--- src/rtl/intersection_phase_arbiter.sv ---
// Grants the shared intersection to main road, side road or pedestrians in
// exclusive phases, with yellow and all-red clearance between conflicting grants.
module intersection_phase_arbiter #(
  parameter int T_MIN_GREEN = 8,
  parameter int T_SIDE      = 6,
  parameter int T_EXT       = 3,
  parameter int T_YEL       = 2,
  parameter int T_CLR       = 1,
  parameter int T_WALK      = 5,
  parameter int CW          = 4
) (
  input  logic          clk,
  input  logic          reset,
  input  logic          tick,
  input  logic          side_req,
  input  logic          walk_btn,
  output logic [1:0]    main_light,
  output logic [1:0]    side_light,
  output logic          walk_light,
  output logic [2:0]    phase,
  output logic [CW-1:0] countdown,
  output logic          side_pending,
  output logic          walk_pending
);

  typedef enum logic [2:0] {
    INIT_RED = 3'd0,
    MAIN_G   = 3'd1,
    MAIN_Y   = 3'd2,
    CLR      = 3'd3,
    SIDE_G   = 3'd4,
    SIDE_Y   = 3'd5,
    WALK     = 3'd6
  } state_t;

  localparam logic [CW-1:0] L_MIN  = CW'(T_MIN_GREEN - 1);
  localparam logic [CW-1:0] L_SIDE = CW'(T_SIDE - 1);
  localparam logic [CW-1:0] L_EXT  = CW'(T_EXT - 1);
  localparam logic [CW-1:0] L_YEL  = CW'(T_YEL - 1);
  localparam logic [CW-1:0] L_CLR  = CW'(T_CLR - 1);
  localparam logic [CW-1:0] L_WALK = CW'(T_WALK - 1);

  state_t          state, nxt, dest, nxt_dest;
  logic [CW-1:0]   nxt_cd;
  logic            ext_used, nxt_ext;
  logic            last_walk;
  logic            enter_side, enter_walk;

  // {main_light, side_light, walk_light} shown while in a given state
  function automatic logic [4:0] lights_of(input state_t s);
    case (s)
      MAIN_G:  lights_of = {2'd1, 2'd3, 1'b0};
      MAIN_Y:  lights_of = {2'd2, 2'd3, 1'b0};
      SIDE_G:  lights_of = {2'd3, 2'd1, 1'b0};
      SIDE_Y:  lights_of = {2'd3, 2'd2, 1'b0};
      WALK:    lights_of = {2'd3, 2'd3, 1'b1};
      default: lights_of = {2'd3, 2'd3, 1'b0};
    endcase
  endfunction

  always_comb begin
    nxt      = state;
    nxt_cd   = countdown;
    nxt_dest = dest;
    nxt_ext  = ext_used;
    if (tick) begin
      if (countdown != '0) begin
        nxt_cd = countdown - CW'(1);
      end else begin
        case (state)
          INIT_RED: begin nxt = MAIN_G; nxt_cd = L_MIN; end
          MAIN_G: begin
            // Rest in main with countdown parked at 0 until someone asks.
            if (side_pending || walk_pending) begin
              nxt = MAIN_Y; nxt_cd = L_YEL;
            end
          end
          MAIN_Y: begin
            nxt = CLR; nxt_cd = L_CLR;
            if (side_pending && walk_pending) nxt_dest = last_walk ? SIDE_G : WALK;
            else if (walk_pending)            nxt_dest = WALK;
            else                              nxt_dest = SIDE_G;
          end
          CLR: begin
            nxt = dest;
            case (dest)
              SIDE_G:  begin nxt_cd = L_SIDE; nxt_ext = 1'b0; end
              WALK:    nxt_cd = L_WALK;
              default: nxt_cd = L_MIN;
            endcase
          end
          SIDE_G: begin
            if (side_req && !ext_used) begin
              nxt_cd = L_EXT; nxt_ext = 1'b1;
            end else begin
              nxt = SIDE_Y; nxt_cd = L_YEL;
            end
          end
          SIDE_Y: begin nxt = CLR; nxt_cd = L_CLR; nxt_dest = MAIN_G; end
          WALK:   begin nxt = MAIN_G; nxt_cd = L_MIN; end
          default: begin nxt = INIT_RED; nxt_cd = L_CLR; end
        endcase
      end
    end
  end

  assign enter_side = (nxt == SIDE_G) && (state != SIDE_G);
  assign enter_walk = (nxt == WALK) && (state != WALK);
  assign phase      = state;

  always_ff @(posedge clk) begin
    if (reset) begin
      state        <= INIT_RED;
      dest         <= MAIN_G;
      countdown    <= L_CLR;
      ext_used     <= 1'b0;
      last_walk    <= 1'b1;
      side_pending <= 1'b0;
      walk_pending <= 1'b0;
      {main_light, side_light, walk_light} <= {2'd3, 2'd3, 1'b0};
    end else begin
      state     <= nxt;
      dest      <= nxt_dest;
      countdown <= nxt_cd;
      ext_used  <= nxt_ext;
      if (enter_side) last_walk <= 1'b0;
      if (enter_walk) last_walk <= 1'b1;
      // A request coinciding with its own grant is considered served.
      side_pending <= enter_side ? 1'b0 : (side_pending | side_req);
      walk_pending <= enter_walk ? 1'b0 : (walk_pending | walk_btn);
      {main_light, side_light, walk_light} <= lights_of(nxt);
    end
  end

endmodule

--- config.mk ---
export PLATFORM = sky130hd
export DESIGN_NAME = intersection_phase_arbiter
export DESIGN_NICKNAME = d
export VERILOG_FILES = /design/src/rtl/intersection_phase_arbiter.sv
export SDC_FILE = /design/constraint.sdc
export NUM_CORES = 1
export LEC_CHECK = 0
export CORE_MARGIN = 1
export CORE_UTILIZATION = 48
export CTS_BUF_LIST = sky130_fd_sc_hd__clkbuf_4
export CTS_CLUSTER_DIAMETER = 120
export DETAILED_ROUTE_END_ITERATION = 10
export GPL_ROUTABILITY_DRIVEN = 0
export PLACE_DENSITY = 0.77
export SETUP_SLACK_MARGIN = 0.2
export SLEW_MARGIN = 20
export SYNTH_ARGS = -nofsm -noshare
export SYNTH_HDL_FRONTEND = slang
export SYNTH_SLANG_ARGS = --single-unit
--- constraint.sdc ---
create_clock -name clk -period 1.9 [get_ports clk]
set_input_delay 0.38 -clock clk [delete_from_list [all_inputs] [get_ports clk]]
set_output_delay 0.38 -clock clk [all_outputs]
set_load 0.05 [all_outputs]
==> results of run 1 <==
==> cells in the mapped netlist, types with 2 or more instances <==
master / n
nand2b_1: 4
nor3b_1: 2
dfxtp_1: 19
nand4_1: 4
nor2_1: 15
inv_1: 5
o21ai_0: 6
nor3_1: 5
a211oi_1: 3
nor2b_1: 4
nand3_1: 2
a211o_1: 2
a21oi_1: 12
clkbuf_1: 3
nand2_1: 9
==> power by group through the flow <==
stage	registers [mW]	clock network, mW	logic [mW]
after floorplan	0.641	0	0.338
final	0.534	0.215	0.768
after global placement	0.537	0	0.620
after detailed placement	0.541	0	0.636
after CTS	0.524	0.220	0.669
after global routing	0.541	0.228	0.815
==> flip-flops by register name (all words and copies together), names as in the netlist <==
name and flops:
last_walk 1, side_pending 1, ext_used 1, countdown 4
side_light 2, walk_pending 1, dest 3, main_light 2
phase 3, walk_light 1
==> cell usage in the layout, fill, tap and decap left out, types with 2 or more instances in the layout <==
cell type	Yosys	layout
a21oi_2	0	3
buf_6	0	2
nand2_2	0	2
inv_1	5	3
dfxtp_4	0	3
nand4_1	4	4
nor2_1	15	15
nor3b_1	2	2
clkdlybuf4s50_1	0	3
nand2b_1	4	4
a21oi_1	12	9
o21ai_0	6	5
dfxtp_1	19	10
buf_4	1	23
nor2b_2	0	2
nor3_1	5	5
nand3_1	2	2
clkbuf_4	0	3
a211o_1	2	2
a211oi_1	3	3
dfxtp_2	0	6
nor2b_1	4	2
dlygate4sd2_1	0	8
nand2_1	9	7
==> how the worst max path moves through the flow <==
stage	from	depth (start not counted)	end
after floorplan	countdown[0]	7	main_light[1]
final	countdown[1]	8	countdown[2]
after detailed placement	tick	5	main_light[1]
after global placement	tick	5	main_light[1]
after global routing	countdown[1]	7	countdown[0]
after CTS	countdown[1]	7	countdown[0]
==> cells by family after synthesis <==
kind of cell / count (synthesis) / synth area share
compound gates: 35 / 0.2418
simple gates: 57 / 0.3248
xor+xnor: 1 / 0.008549
buf+inv: 10 / 0.04151
flops: 19 / 0.3712
fa+ha+maj: 1 / 0.01221
==> tightest hold or removal path: stages, from the launching register on <==
cell and delay, ns:
dfxtp_1 0.35, nand2_1 0.06, a21oi_1 0.05
==> per-layer routing <==
layer / vias up / track usage
li1: 526 / -
met1: 532 / 0.3303
met2: 38 / 0.4293
met3: 8 / 0.05185
met4: 0 / 0.1389
met5: - / 0
==> final cells by class <==
| cell class | count | area (sq um) | area share |
|---|---|---|---|
| clock buffer | 3 | 22.52 | 0.01541 |
| inverter | 5 | 21.27 | 0.01455 |
| tap | 27 | 33.78 | 0.02312 |
| clock inverter | 1 | 5.005 | 0.003425 |
| multi-input combinational | 94 | 669.4 | 0.4580 |
| sequential | 19 | 399.1 | 0.2731 |
| timing repair buffer | 38 | 310.3 | 0.2123 |
==> what timing repair did <==
action / CTS / global route
gates resized for setup: 11 / 16
hold buffers: 0 / 0
endpoints found under the setup margin: 13 / 12
pin swaps: 3 / 11
buffers inserted: 4 / 3
==> flow_metrics.env, run 1 <==
export IMPL_placed_cell_area_sq_um=1334
export IMPL_crit_slowest_cell="or3b_4"
export IMPL_start_kind="flop"
export IMPL_dr_wl_met3_um=136
export IMPL_yosysSeqAreaShare=0.3712
export IMPL_grt_max_degree=18
export IMPL_pwr_share_clk=0.142
export IMPL_filler_cell_count=143
export IMPL_synthCells=123
export IMPL_worstHoldStart="ext_used"
export IMPL_internal_power_uw=877.6
export IMPL_dp_worst_setup_slack_ns=-0.1903
export IMPL_hold_viol=0
export IMPL_clk_pin_slew_ns=0.12
export IMPL_hp_class="reg2reg"
export IMPL_routed_via_density=5.904
export IMPL_met1_length_mm=1.312
export IMPL_cpMostUsedCell="nor2_1"
export IMPL_rows=16
export IMPL_ant_nets=0
export IMPL_drive_gt1_frac=0.3750
export IMPL_p_leak_nw=0.5810
export IMPL_r2r_start="countdown[1]"
export IMPL_hold_end="ext_used"
export IMPL_cp_required_ns=2.12
export IMPL_top_layer="met4"
export IMPL_cts_tree="built"
export IMPL_wl_met2_mm=1.534
export IMPL_fin_crit_sh=0.9233
export IMPL_grt_pass1_wl_mm=4.195
export IMPL_cts_buffers=3
export IMPL_holdWs_ns=0.4941
export IMPL_instances_no_fill=187
export IMPL_synth_edf_count=0
export IMPL_grt_overflow=0
export IMPL_diodes=0
export IMPL_drt_wl_total_mm=3.054
export IMPL_cp_buffers_inverters=2
export IMPL_async_flop_share=0
export IMPL_power_total_mw=1.517
export IMPL_critical_path_class="reg2reg"
export IMPL_worst_slew_pin_transition_ns=0.5075
export IMPL_setup_viol=0
export IMPL_yosys_warnings=0
export IMPL_r2r_setup_slack_ns=0.15
export IMPL_p_seq_frac=0.352
export IMPL_cellPowerDensity_nw_per_um2=1038
export IMPL_antenna_found_initial=0
export IMPL_synth_ff_type="dfxtp_1"
export IMPL_fin_ws_ns=0.1458
export IMPL_avgRoutedWirePerCell_um=16.33
export IMPL_period_needed_ns=1.754
export IMPL_swShare=0.4214
export IMPL_layout_nets=167
export IMPL_track_usage=0.2647
export IMPL_synth_area_sq_um=1025
export IMPL_clock_skew_ns=0.008979
export IMPL_clock_sinks=19
export IMPL_vias=1104
export IMPL_slew_headroom=0.6630
export IMPL_cpPeakStageDelay_ns=0.41
export IMPL_die_h_um=48.21
export IMPL_drtPass1Iterations=4
export IMPL_initial_core_util=0.5170
export IMPL_synthTopCellsByArea="dfxtp_1 37%, a21oi_1 5.9%, nor2_1 5.5%"
export IMPL_area_growth_pct=42.61
export IMPL_port_buffers=18
export IMPL_synth_top_area_share=0.3712
export IMPL_arrival_ns=1.98
export IMPL_ir_drop_mv=0.8093
export IMPL_path_max_fanout=5
export IMPL_yosysUniqueCellTypes=43
export IMPL_drv_cap=0
export IMPL_ys_ff_latch=19
export IMPL_ioPinCount=19
export IMPL_dp_cells=176
export IMPL_rsz0062_at_grt="yes"
export IMPL_dieArea_sq_um=2324
export IMPL_core_area_sq_um=1982
export IMPL_htreeDepth=1
export IMPL_drtIter0Drc=34
export IMPL_synth_fp_nets=129
export IMPL_grt_pass1_vias=965
export IMPL_drv_slew=0
export IMPL_synth_top_area_cell="dfxtp_1"
export IMPL_finalSetupTns_ns=0
export IMPL_cp_end_kind="flop"
export IMPL_root_buffer="clkbuf_4"
export IMPL_pwr_share_comb=0.507
export IMPL_crit_chain="inv_4 > ha_4 > or3b_4 > o41ai_4 > buf_4 > nor4b_1 > nor2_1 > nor2_1"
export IMPL_clkLatencyLatePin_ns=0.31
export IMPL_r2r_end="countdown[2]"
export IMPL_dp_hpwl_mm=1.959
export IMPL_postLayoutCoreUtil=0.7374
export IMPL_fmax_ghz=0.5701
export IMPL_cts_path_max_buffers=2
export IMPL_r2r_cells=8
export IMPL_critical_path_top_delay_family="simple AND/OR/NAND/NOR gates"
export IMPL_drc=0
export IMPL_p_sw_uw=639.1
export IMPL_status="finished clean"
export IMPL_whs_path_depth=2
export IMPL_syn_area_per_cell_sq_um=8.331
export IMPL_die_w_um=48.21
export IMPL_stdcell_area_sq_um=1461
Note: power is estimated with default switching activity, not from simulation.
==> inputs of run 2 (changes only) <==
- SLEW_MARGIN: 20 -> 5
==> results of run 2 <==
The final DEF is identical to that of run 1; final timing and power are the same.
